File: src/rtl/lvds_tx.sv
// lvds_tx: serializes 32-bit FIFO words into a DDR dibit stream, MSB first, chaining words with no gap.
// Define LVDS_TX_SYNC_INSERT_EN to overwrite dibit 0 with 2'b10 and dibit 8 with 2'b01 (I/Q sync).
module lvds_tx #(
  parameter logic [1:0] IDLE_PATTERN = 2'b00
) (
  input  logic        i_ddr_clk,
  input  logic        i_rst_b,
  input  logic        i_tx_en,
  input  logic        i_fifo_empty,
  input  logic [31:0] i_fifo_data,
  output logic        o_fifo_pull,
  output logic        o_fifo_read_clk,
  output logic [1:0]  o_ddr_data,
  output logic        o_underrun,
  output logic [7:0]  o_underrun_cnt,
  output logic [1:0]  o_debug_state
);

  typedef enum logic [1:0] {
    ST_IDLE     = 2'b00,
    ST_PREFETCH = 2'b01,
    ST_TX       = 2'b11
  } state_t;

  state_t      state_q, state_d;
  logic [31:0] shift_q, shift_d;
  logic [3:0]  cnt_q, cnt_d;
  logic        pend_q, pend_d;
  logic        armed_q;
  logic [7:0]  ucnt_q, ucnt_d;
  logic [1:0]  ddr_q, ddr_d;
  logic        pull;
  logic        underrun;

  // armed_q holds off the first pull until one full edge has passed after reset release
  always_ff @(posedge i_ddr_clk or negedge i_rst_b) begin
    if (!i_rst_b) begin
      state_q <= ST_IDLE;
      shift_q <= '0;
      cnt_q   <= '0;
      pend_q  <= 1'b0;
      armed_q <= 1'b0;
      ucnt_q  <= '0;
      ddr_q   <= IDLE_PATTERN;
    end else begin
      state_q <= state_d;
      shift_q <= shift_d;
      cnt_q   <= cnt_d;
      pend_q  <= pend_d;
      armed_q <= 1'b1;
      ucnt_q  <= ucnt_d;
      ddr_q   <= ddr_d;
    end
  end

  always_comb begin
    state_d  = state_q;
    shift_d  = shift_q;
    cnt_d    = cnt_q;
    pend_d   = pend_q;
    ucnt_d   = ucnt_q;
    pull     = 1'b0;
    underrun = 1'b0;
    case (state_q)
      ST_IDLE: begin
        if (armed_q && i_tx_en && !i_fifo_empty) begin
          pull    = 1'b1;
          state_d = ST_PREFETCH;
        end
      end
      ST_PREFETCH: begin
        shift_d = i_fifo_data;
        cnt_d   = 4'd15;
        pend_d  = 1'b0;
        state_d = ST_TX;
      end
      ST_TX: begin
        shift_d = {shift_q[29:0], 2'b00};
        cnt_d   = cnt_q - 4'd1;
        // Fetch the next word one dibit early so it lands right behind the last dibit
        if (cnt_q == 4'd1 && i_tx_en) begin
          if (!i_fifo_empty) begin
            pull   = 1'b1;
            pend_d = 1'b1;
          end else begin
            underrun = 1'b1;
            if (ucnt_q != 8'hFF) ucnt_d = ucnt_q + 8'd1;
          end
        end
        if (cnt_q == 4'd0) begin
          if (pend_q) begin
            shift_d = i_fifo_data;
            cnt_d   = 4'd15;
            pend_d  = 1'b0;
          end else begin
            shift_d = '0;
            cnt_d   = 4'd0;
            state_d = ST_IDLE;
          end
        end
      end
      default: begin
        state_d = ST_IDLE;
      end
    endcase
  end

  // Output dibit is registered from the next-cycle shift contents
  always_comb begin
    ddr_d = IDLE_PATTERN;
    if (state_d == ST_TX) begin
      ddr_d = shift_d[31:30];
`ifdef LVDS_TX_SYNC_INSERT_EN
      if (cnt_d == 4'd15) begin
        ddr_d = 2'b10;
      end else if (cnt_d == 4'd7) begin
        ddr_d = 2'b01;
      end
`endif
    end
  end

  assign o_fifo_pull     = pull;
  assign o_fifo_read_clk = i_ddr_clk;
  assign o_ddr_data      = ddr_q;
  assign o_underrun      = underrun;
  assign o_underrun_cnt  = ucnt_q;
  assign o_debug_state   = state_q;

endmodule
File: config.mk
export PLATFORM = sky130hd
export DESIGN_NAME = lvds_tx
export DESIGN_NICKNAME = d
export VERILOG_FILES = /design/src/rtl/lvds_tx.sv
export SDC_FILE = /design/constraint.sdc
export NUM_CORES = 1
export LEC_CHECK = 0
export CORE_UTILIZATION = 45
export CTS_CLUSTER_DIAMETER = 60
export DETAILED_ROUTE_END_ITERATION = 10
export PLACE_DENSITY = 0.73
export SLEW_MARGIN = 20
export SYNTH_ARGS = -nofsm -noshare
export SYNTH_HDL_FRONTEND = slang
export SYNTH_SLANG_ARGS = --single-unit
File: constraint.sdc
create_clock -name i_ddr_clk -period 2.05 [get_ports i_ddr_clk]
set_clock_uncertainty 0.2 [all_clocks]
set_input_delay 0.205 -clock i_ddr_clk [delete_from_list [all_inputs] [get_ports i_ddr_clk]]
set_output_delay 0.205 -clock i_ddr_clk [all_outputs]
set_load 0.01 [all_outputs]
==> Yosys cells after proc, flatten, opt, wreduce, memory -nomap -nowiden <==
Cells that the tools add are included.
{ "totals": {"word_cells": 46, "inputBits": 36, "reg_bits": 50, "out_inout_bits": 15} }
{ "classes": {"eq_ne": 5, "n_mux": 23, "reduce_logical": 8, "n_addsub": 2} }
{ "ops": {"columns": ["cell", "n"], "rows": [
  ["2-to-1 mux 32 bit", 2],
  ["case mux 32 bit (2 select lines)", 1],
  ["2-to-1 mux 1 bit", 10],
  ["adder 8 x 1 -> 8 bit (second input constant)", 1],
  ["2-to-1 mux 2 bit", 4],
  ["2-to-1 mux 4 bit", 2],
  ["inequality test 8 bit (second input constant)", 1],
  ["case mux 4 bit (2 select lines)", 1],
  ["case mux 2 bit (3 select lines)", 1],
  ["equality test 2 bit (second input constant)", 2],
  ["equality test 4 x 1 -> 1 bit (second input constant)", 1],
  ["logical NOT 4 bit", 1],
  ["case mux 1 bit (2 select lines)", 2],
  ["AND reduction 4 bit", 1],
  ["subtractor 4 x 1 -> 4 bit (second input constant)", 1],
  ["logical AND 1 bit", 3],
  ["equality test 2 x 1 -> 1 bit (second input constant)", 1],
  ["logical NOT 2 bit", 1],
  ["nonzero test 2 bit", 1],
  ["logical NOT 1 bit", 1]
]} }

==> Depth between registers and ports, before layout <==
Gate-level depths: netlist of run 1.
{ "logic_depth": {"depth_word": 6, "ltp_mapped": 8, "mapped_depth_nobuf": 6} }

==> reports/qor.yml, run 1 <==
synthesis:
  yosysUniqueCellTypes: 41
  synth.ff_latch_count: 50
  synth-async-reset-ratio: 1.000
  syn-num-nets: 246
  synth-edff-count: 0
  yosysWarnings: 0
  syn-instance-count: 202
  synthFlopType: "dfrtp_1"
  yosysSeqAreaShare: 0.5405
  netlist_area_um2: 2315
  syn_avg_cell_area_um2: 11.46
critical_path:
  r2r_start: "cnt_q[0]"
  cp-start-kind: "flop"
  setup.worst_path.start: "cnt_q[0]"
  crit_arrival_ps: 2190
  crit_buf_inv: 3
  worstPathRequired_ps: 2140
  slowest_stage: "dfrtp_1"
  crit_type: "flop to flop"
  crit_cells: 7
  critPathTopFamily: "simple AND/OR/NAND/NOR gates"
  r2r_cells: 7
  endpoint_kind: "flop"
  crit_fanout: 8
  path_cells: "buf_6, inv_4, ha_4, or3b_4, and2_4, a222oi_1, inv_1"
  crit_path_max_incr_delay_ps: 420
global_routing:
  overflow: 0
  antenna_found_initial: 0
  grt_usage: 0.2211
  grt_max_degree: 51
  grt_pass1_vias: 1834
  grt_pass1_wl_um: 8776
pwr:
  p_per_area_nw_per_um2: 1150
  swShare: 0.3328
  p_leak_nw: 1.575
  totalPowerFinal_mw: 3.712
  p_seq_frac: 0.414
  p_comb_frac: 0.372
  switching_power_mw: 1.235
  clkPwrFrac: 0.214
  vdd_drop_max_uv: 793.4
  internal_power_mw: 2.476
cells_and_area:
  area_growth_pct: 39.41
  layout_commonest_cell: "dfrtp_1"
  stdcell_count: 342
  nets: 318
  antenna_cells_inserted: 0
  drive_gt1_frac: 0.2000
  post-route-util: 0.6655
  layout_common_cells: "dfrtp_1, clkdlybuf4s50_1, inv_1, a222oi_1, buf_4"
timing:
  fin_ws_ps: -49.70
  fmax_mhz: 476.3
  maxSlewViolCount: 0
  fin_crit_sh: 1.024
  setup_viol: 8
  rsz0062_at_grt: "yes"
  fin_setup_tns_ps: -134.4
  hold_violations: 0
  period_needed_ps: 2100
status:
  status: "complete, but fails checks"
  violations: "negative setup slack"
route:
  via_per_inst: 5.617
  ant_nets: 0
  routed_wl_um: 5317
  drt_iter0_markers: 197
  drt-wirelength-per-cell_um: 15.55
  via_count: 1921
  dr.pass1.iters: 6
  drc: 0
clock_network:
  clk_pin_slew_ps: 100
  clkLatencyLatePin_ps: 410
  cts_tree: "yes"
placed_design:
  place_inst: 322
  gp_congestion: 0.7781
  port_buffers: 50
  pre_cts_ws_ps: -69.82
  dpl.hpwl_um: 3366
die:
  fp.dieH_um: 73.72
  core_area_um2: 4848
  io_pins: 51
  initial_core_util: 0.4774
  row_count: 25
  die_area_um2: 5435
  die_x_um: 73.72
hold_path:
  worstHoldPathType: "input pin to asynchronous set/reset pin"
run:
  drv_cap: 0
-- worst min-delay path, delay by kind of cell --
kind | cells | cell delay, ps
buf+inv | 3 | 900
-- through the flow --
step	hold WS, ps	cell area (um^2)
finish	96.84	3227
global route	132.6	3227
CTS	107.3	3223
detailed placement	10.60	2975
global placement	11.74	2975
floorplan	-290.6	2330
-- path summary, 6_finish.rpt --
check | slack [ps] | endpoint
max in group asynchronous | 1320 | o_underrun_cnt[5]
min | 100 | o_ddr_data[1]
min in group i_ddr_clk | 210 | shift_q[23]
min reg2reg | 300 | shift_q[9]
max reg2reg | -50 | shift_q[17]
max | -50 | shift_q[17]
-- repair_timing --
| action | CTS | global route |
|---|---|---|
| endpoints found under the setup margin | 9 | 42 |
| hold buffers | 1 | 0 |
| setup buffers | 5 | 0 |
| gates resized for setup | 16 | 3 |
| endpoints found under the hold margin | 50 | 0 |
| gates cloned | 3 | 0 |
| pin swaps | 9 | 12 |
-- cell families (layout without fill, tap and decap cells) --
family                   after synthesis  after routing  share of synthesized area
AO/OA/AOI/OAI                         52             52                     0.2027
flip-flops                            50             50                     0.5405
buffers and inverters                 50            121                    0.09837
AND/OR/NAND/NOR                       33             35                    0.08217
adder cells (fa/ha/maj)                8              8                    0.04324
XOR/XNOR                               7              7                    0.02649
other                                  1              1                   0.001620
multiplexers                           1              1                   0.004865
-- registers in the layout, indices dropped and copies added (netlist names) --
register and count:
shift_q 32, o_underrun_cnt 8, cnt_q 4, o_ddr_data 2
o_debug_state 2, armed_q 1, pend_q 1
-- final cells by class --
type	instances	area (um^2)
inverters	36	137.6
fillers	385	1622
multi-input cells	104	894.6
repair buffers	73	710.7
well taps	67	83.83
flip-flops and latches	50	1251
clock inverters	2	16.27
clock buffers	10	132.6
-- cells in the mapped netlist (2+ instances only) --
cell type / n / area (um^2)
o21ai_0: 2 / 10.01
buf_6: 4 / 45.04
ha_1: 8 / 100.1
nor2_1: 6 / 22.52
xnor2_1: 6 / 52.55
a22o_1: 2 / 17.52
a21o_2: 2 / 17.52
o31a_1: 2 / 17.52
dfrtp_1: 50 / 1251
and3_1: 3 / 18.77
inv_1: 36 / 135.1
buf_2: 5 / 25.02
a222oi_1: 30 / 300.3
clkbuf_1: 4 / 15.01
nor3_1: 2 / 10.01
nand2_1: 7 / 26.28
nand4_1: 5 / 31.28
a21oi_1: 4 / 20.02
a22oi_1: 2 / 15.01
-- power groups by stage --
stage                     sequential (mW)  combinational (mW)  clock [mW]
after floorplan                      1.50               0.840      0.0402
after global placement               1.54                1.19      0.0496
after detailed placement             1.56                1.22      0.0496
after CTS                            1.53                1.38       0.816
after global routing                 1.57                1.55       0.860
final                                1.54                1.38       0.796
-- per-layer routing --
metal,track usage,wire length [um],up-vias
met5,0,0,-
met4,0.07265,61,0
met3,0.06310,254,5
met2,0.3598,2723,65
met1,0.2842,2278,956
li1,-,-,895
Power figures use the tool's default switching activity.
==> run 2, diff against run 1 <==
--- a/config.mk
+++ b/config.mk
@@ -5,6 +5,7 @@
 export SDC_FILE = /design/constraint.sdc
 export NUM_CORES = 1
 export LEC_CHECK = 0
+export CORE_ASPECT_RATIO = 0.5
 export CORE_UTILIZATION = 45
 export CTS_CLUSTER_DIAMETER = 60
 export DETAILED_ROUTE_END_ITERATION = 10
==> run 2 against run 1 <==
  * The flow still finishes with violations (negative setup slack)
  * Register-to-register slack improved by 20 ps
  * Combinational power hardly changed
  * Count of clock-buffer cells in the layout unchanged
  * Clock power is 19% higher
  * Critical path depth fell by 1
  * Final area barely moved
  * Via count fell by 1.8%
  * Fmax is 1.2% higher
  * Critical endpoint is now o_fifo_pull
  * Largest cell class unchanged
  * Highest routed layer unchanged
==> reports/qor.yml, run 2 (synthesis results as in run 1) <==
status:
  status: "complete, but fails checks"
  violations: "negative setup slack"
cells_and_area:
  antenna_cells_inserted: 0
  nets: 316
  regMostFlops: "shift_q"
  layout_common_cells: "dfrtp_1, clkdlybuf4s50_1, inv_1, a222oi_1, buf_4"
  fillers: 392
  area_growth_pct: 39.51
  largest_register_ffs: 32
  drive_gt1_frac: 0.1905
  stdcell_count: 343
  layout_commonest_cell: "dfrtp_1"
clock_network:
  cts_tree: "yes"
  clk_pin_slew_ps: 100
  clkLatencyLatePin_ps: 420
timing:
  setup_viol: 6
  rsz0062_at_grt: "yes"
  fin_ws_ps: -25.59
  fin_crit_sh: 1.012
  slew_headroom: 0.5981
  tightestPinTransition_ps: 602.8
  period_needed_ps: 2076
  fin_setup_tns_ps: -76.61
  maxSlewViolCount: 0
  hold_violations: 0
  fmax_mhz: 481.8
run:
  drv_cap: 0
global_routing:
  antenna_found_initial: 0
  grt_pass1_wl_um: 8832
  grt_usage: 0.2221
  grt_max_degree: 36
  overflow: 0
  grt_pass1_vias: 1867
die:
  die_area_um2: 5452
  initial_core_util: 0.4693
  core_area_um2: 4932
  fp.dieH_um: 52.72
  io_pins: 51
  row_count: 18
  die_x_um: 103.4
critical_path:
  cp-start-kind: "flop"
  crit_buf_inv: 2
  slowest_stage: "dfrtp_1"
  setup.worst_path.start: "cnt_q[1]"
  crit_path_max_incr_delay_ps: 410
  critPathTopFamily: "flip-flops"
  crit_arrival_ps: 1670
  endpoint_kind: "output pin"
  crit_type: "flop to output pin"
  crit_fanout: 3
  worstPathRequired_ps: 1640
  r2r_start: "cnt_q[0]"
  path_cells: "inv_2, ha_4, and4bb_2, a32oi_1, nor3_1, buf_2"
pwr:
  switching_power_mw: 1.271
  p_leak_nw: 1.574
  p_seq_frac: 0.402
  swShare: 0.3308
  p_comb_frac: 0.352
  internal_power_mw: 2.572
  clkPwrFrac: 0.246
  vdd_drop_max_uv: 526.5
  p_per_area_nw_per_um2: 1190
placed_design:
  place_inst: 323
  gp_congestion: 0.8801
  dpl.hpwl_um: 3431
  port_buffers: 50
route:
  dr.pass1.iters: 6
  via_count: 1886
  drt-wirelength-per-cell_um: 16.31
  drt_iter0_markers: 176
  routed_wl_um: 5594
  via_per_inst: 5.499
  ant_nets: 0
  drc: 0
hold_path:
  worstHoldPathType: "input pin to asynchronous set/reset pin"
run 2: area by class of cell:
cell class | instances | area (um^2) | share of cell area
Inverter | 36 | 135.1 | 0.04184
Multi-Input combinational cell | 105 | 915.9 | 0.2836
Sequential cell | 50 | 1251 | 0.3874
Clock buffer | 10 | 132.6 | 0.04107
Clock inverter | 2 | 38.79 | 0.01201
Timing Repair Buffer | 70 | 668.1 | 0.2069
Tap cell | 70 | 87.58 | 0.02712
run 2: timing repair:
item,in CTS,in global routing
pin swaps,3,9
endpoints found under the hold margin,25,0
hold buffers,1,0
setup buffers,2,2
cloned,2,2
setup endpoints to repair,9,41
gates resized for setup,12,9
run 2: metrics by stage:
step                        util  hold slack, ps  power, mW  worst slack [ps]  instance area, um^2
after floorplan                -          -290.6      2.377             2.735                 2330
after global placement    0.6010           39.83      2.759            -34.07                 2964
after detailed placement  0.6010           52.99      2.816            -75.79                 2964
after CTS                 0.6428           141.3      3.760            -83.70                 3171
after global routing      0.6547           158.6      4.081            -123.3                 3229
final                     0.6547           118.3      3.844            -25.59                 3229
run 2: routing by layer:
| layer | GRT usage | vias to the layer above | share of wire |
|---|---|---|---|
| met4 | 0.04930 | 0 | 0.0072 |
| met3 | 0.06533 | 4 | 0.061 |
| li1 | - | 890 | - |
| met5 | 0 | - | 0 |
| met2 | 0.3609 | 63 | 0.47 |
| met1 | 0.2939 | 929 | 0.46 |
run 2: worst paths after layout:
path	endpoint	slack [ps]	cells past startpoint
worst max-delay path	o_fifo_pull	-30	6
min in group i_ddr_clk	shift_q[1]	190	2
max in group asynchronous	o_debug_state[1]	970	3
worst min-delay path	shift_q[11]	120	2
worst max register to register	o_ddr_data[1]	-30	6
worst min register to register	shift_q[16]	310	2
run 2: power groups by stage:
stage | sequential, mW | combinational [mW] | clock [mW]
after floorplan | 1.50 | 0.840 | 0.0402
after global placement | 1.53 | 1.18 | 0.0496
after detailed placement | 1.55 | 1.21 | 0.0496
after CTS | 1.53 | 1.27 | 0.955
after global routing | 1.58 | 1.50 | 1.00
final | 1.55 | 1.35 | 0.946
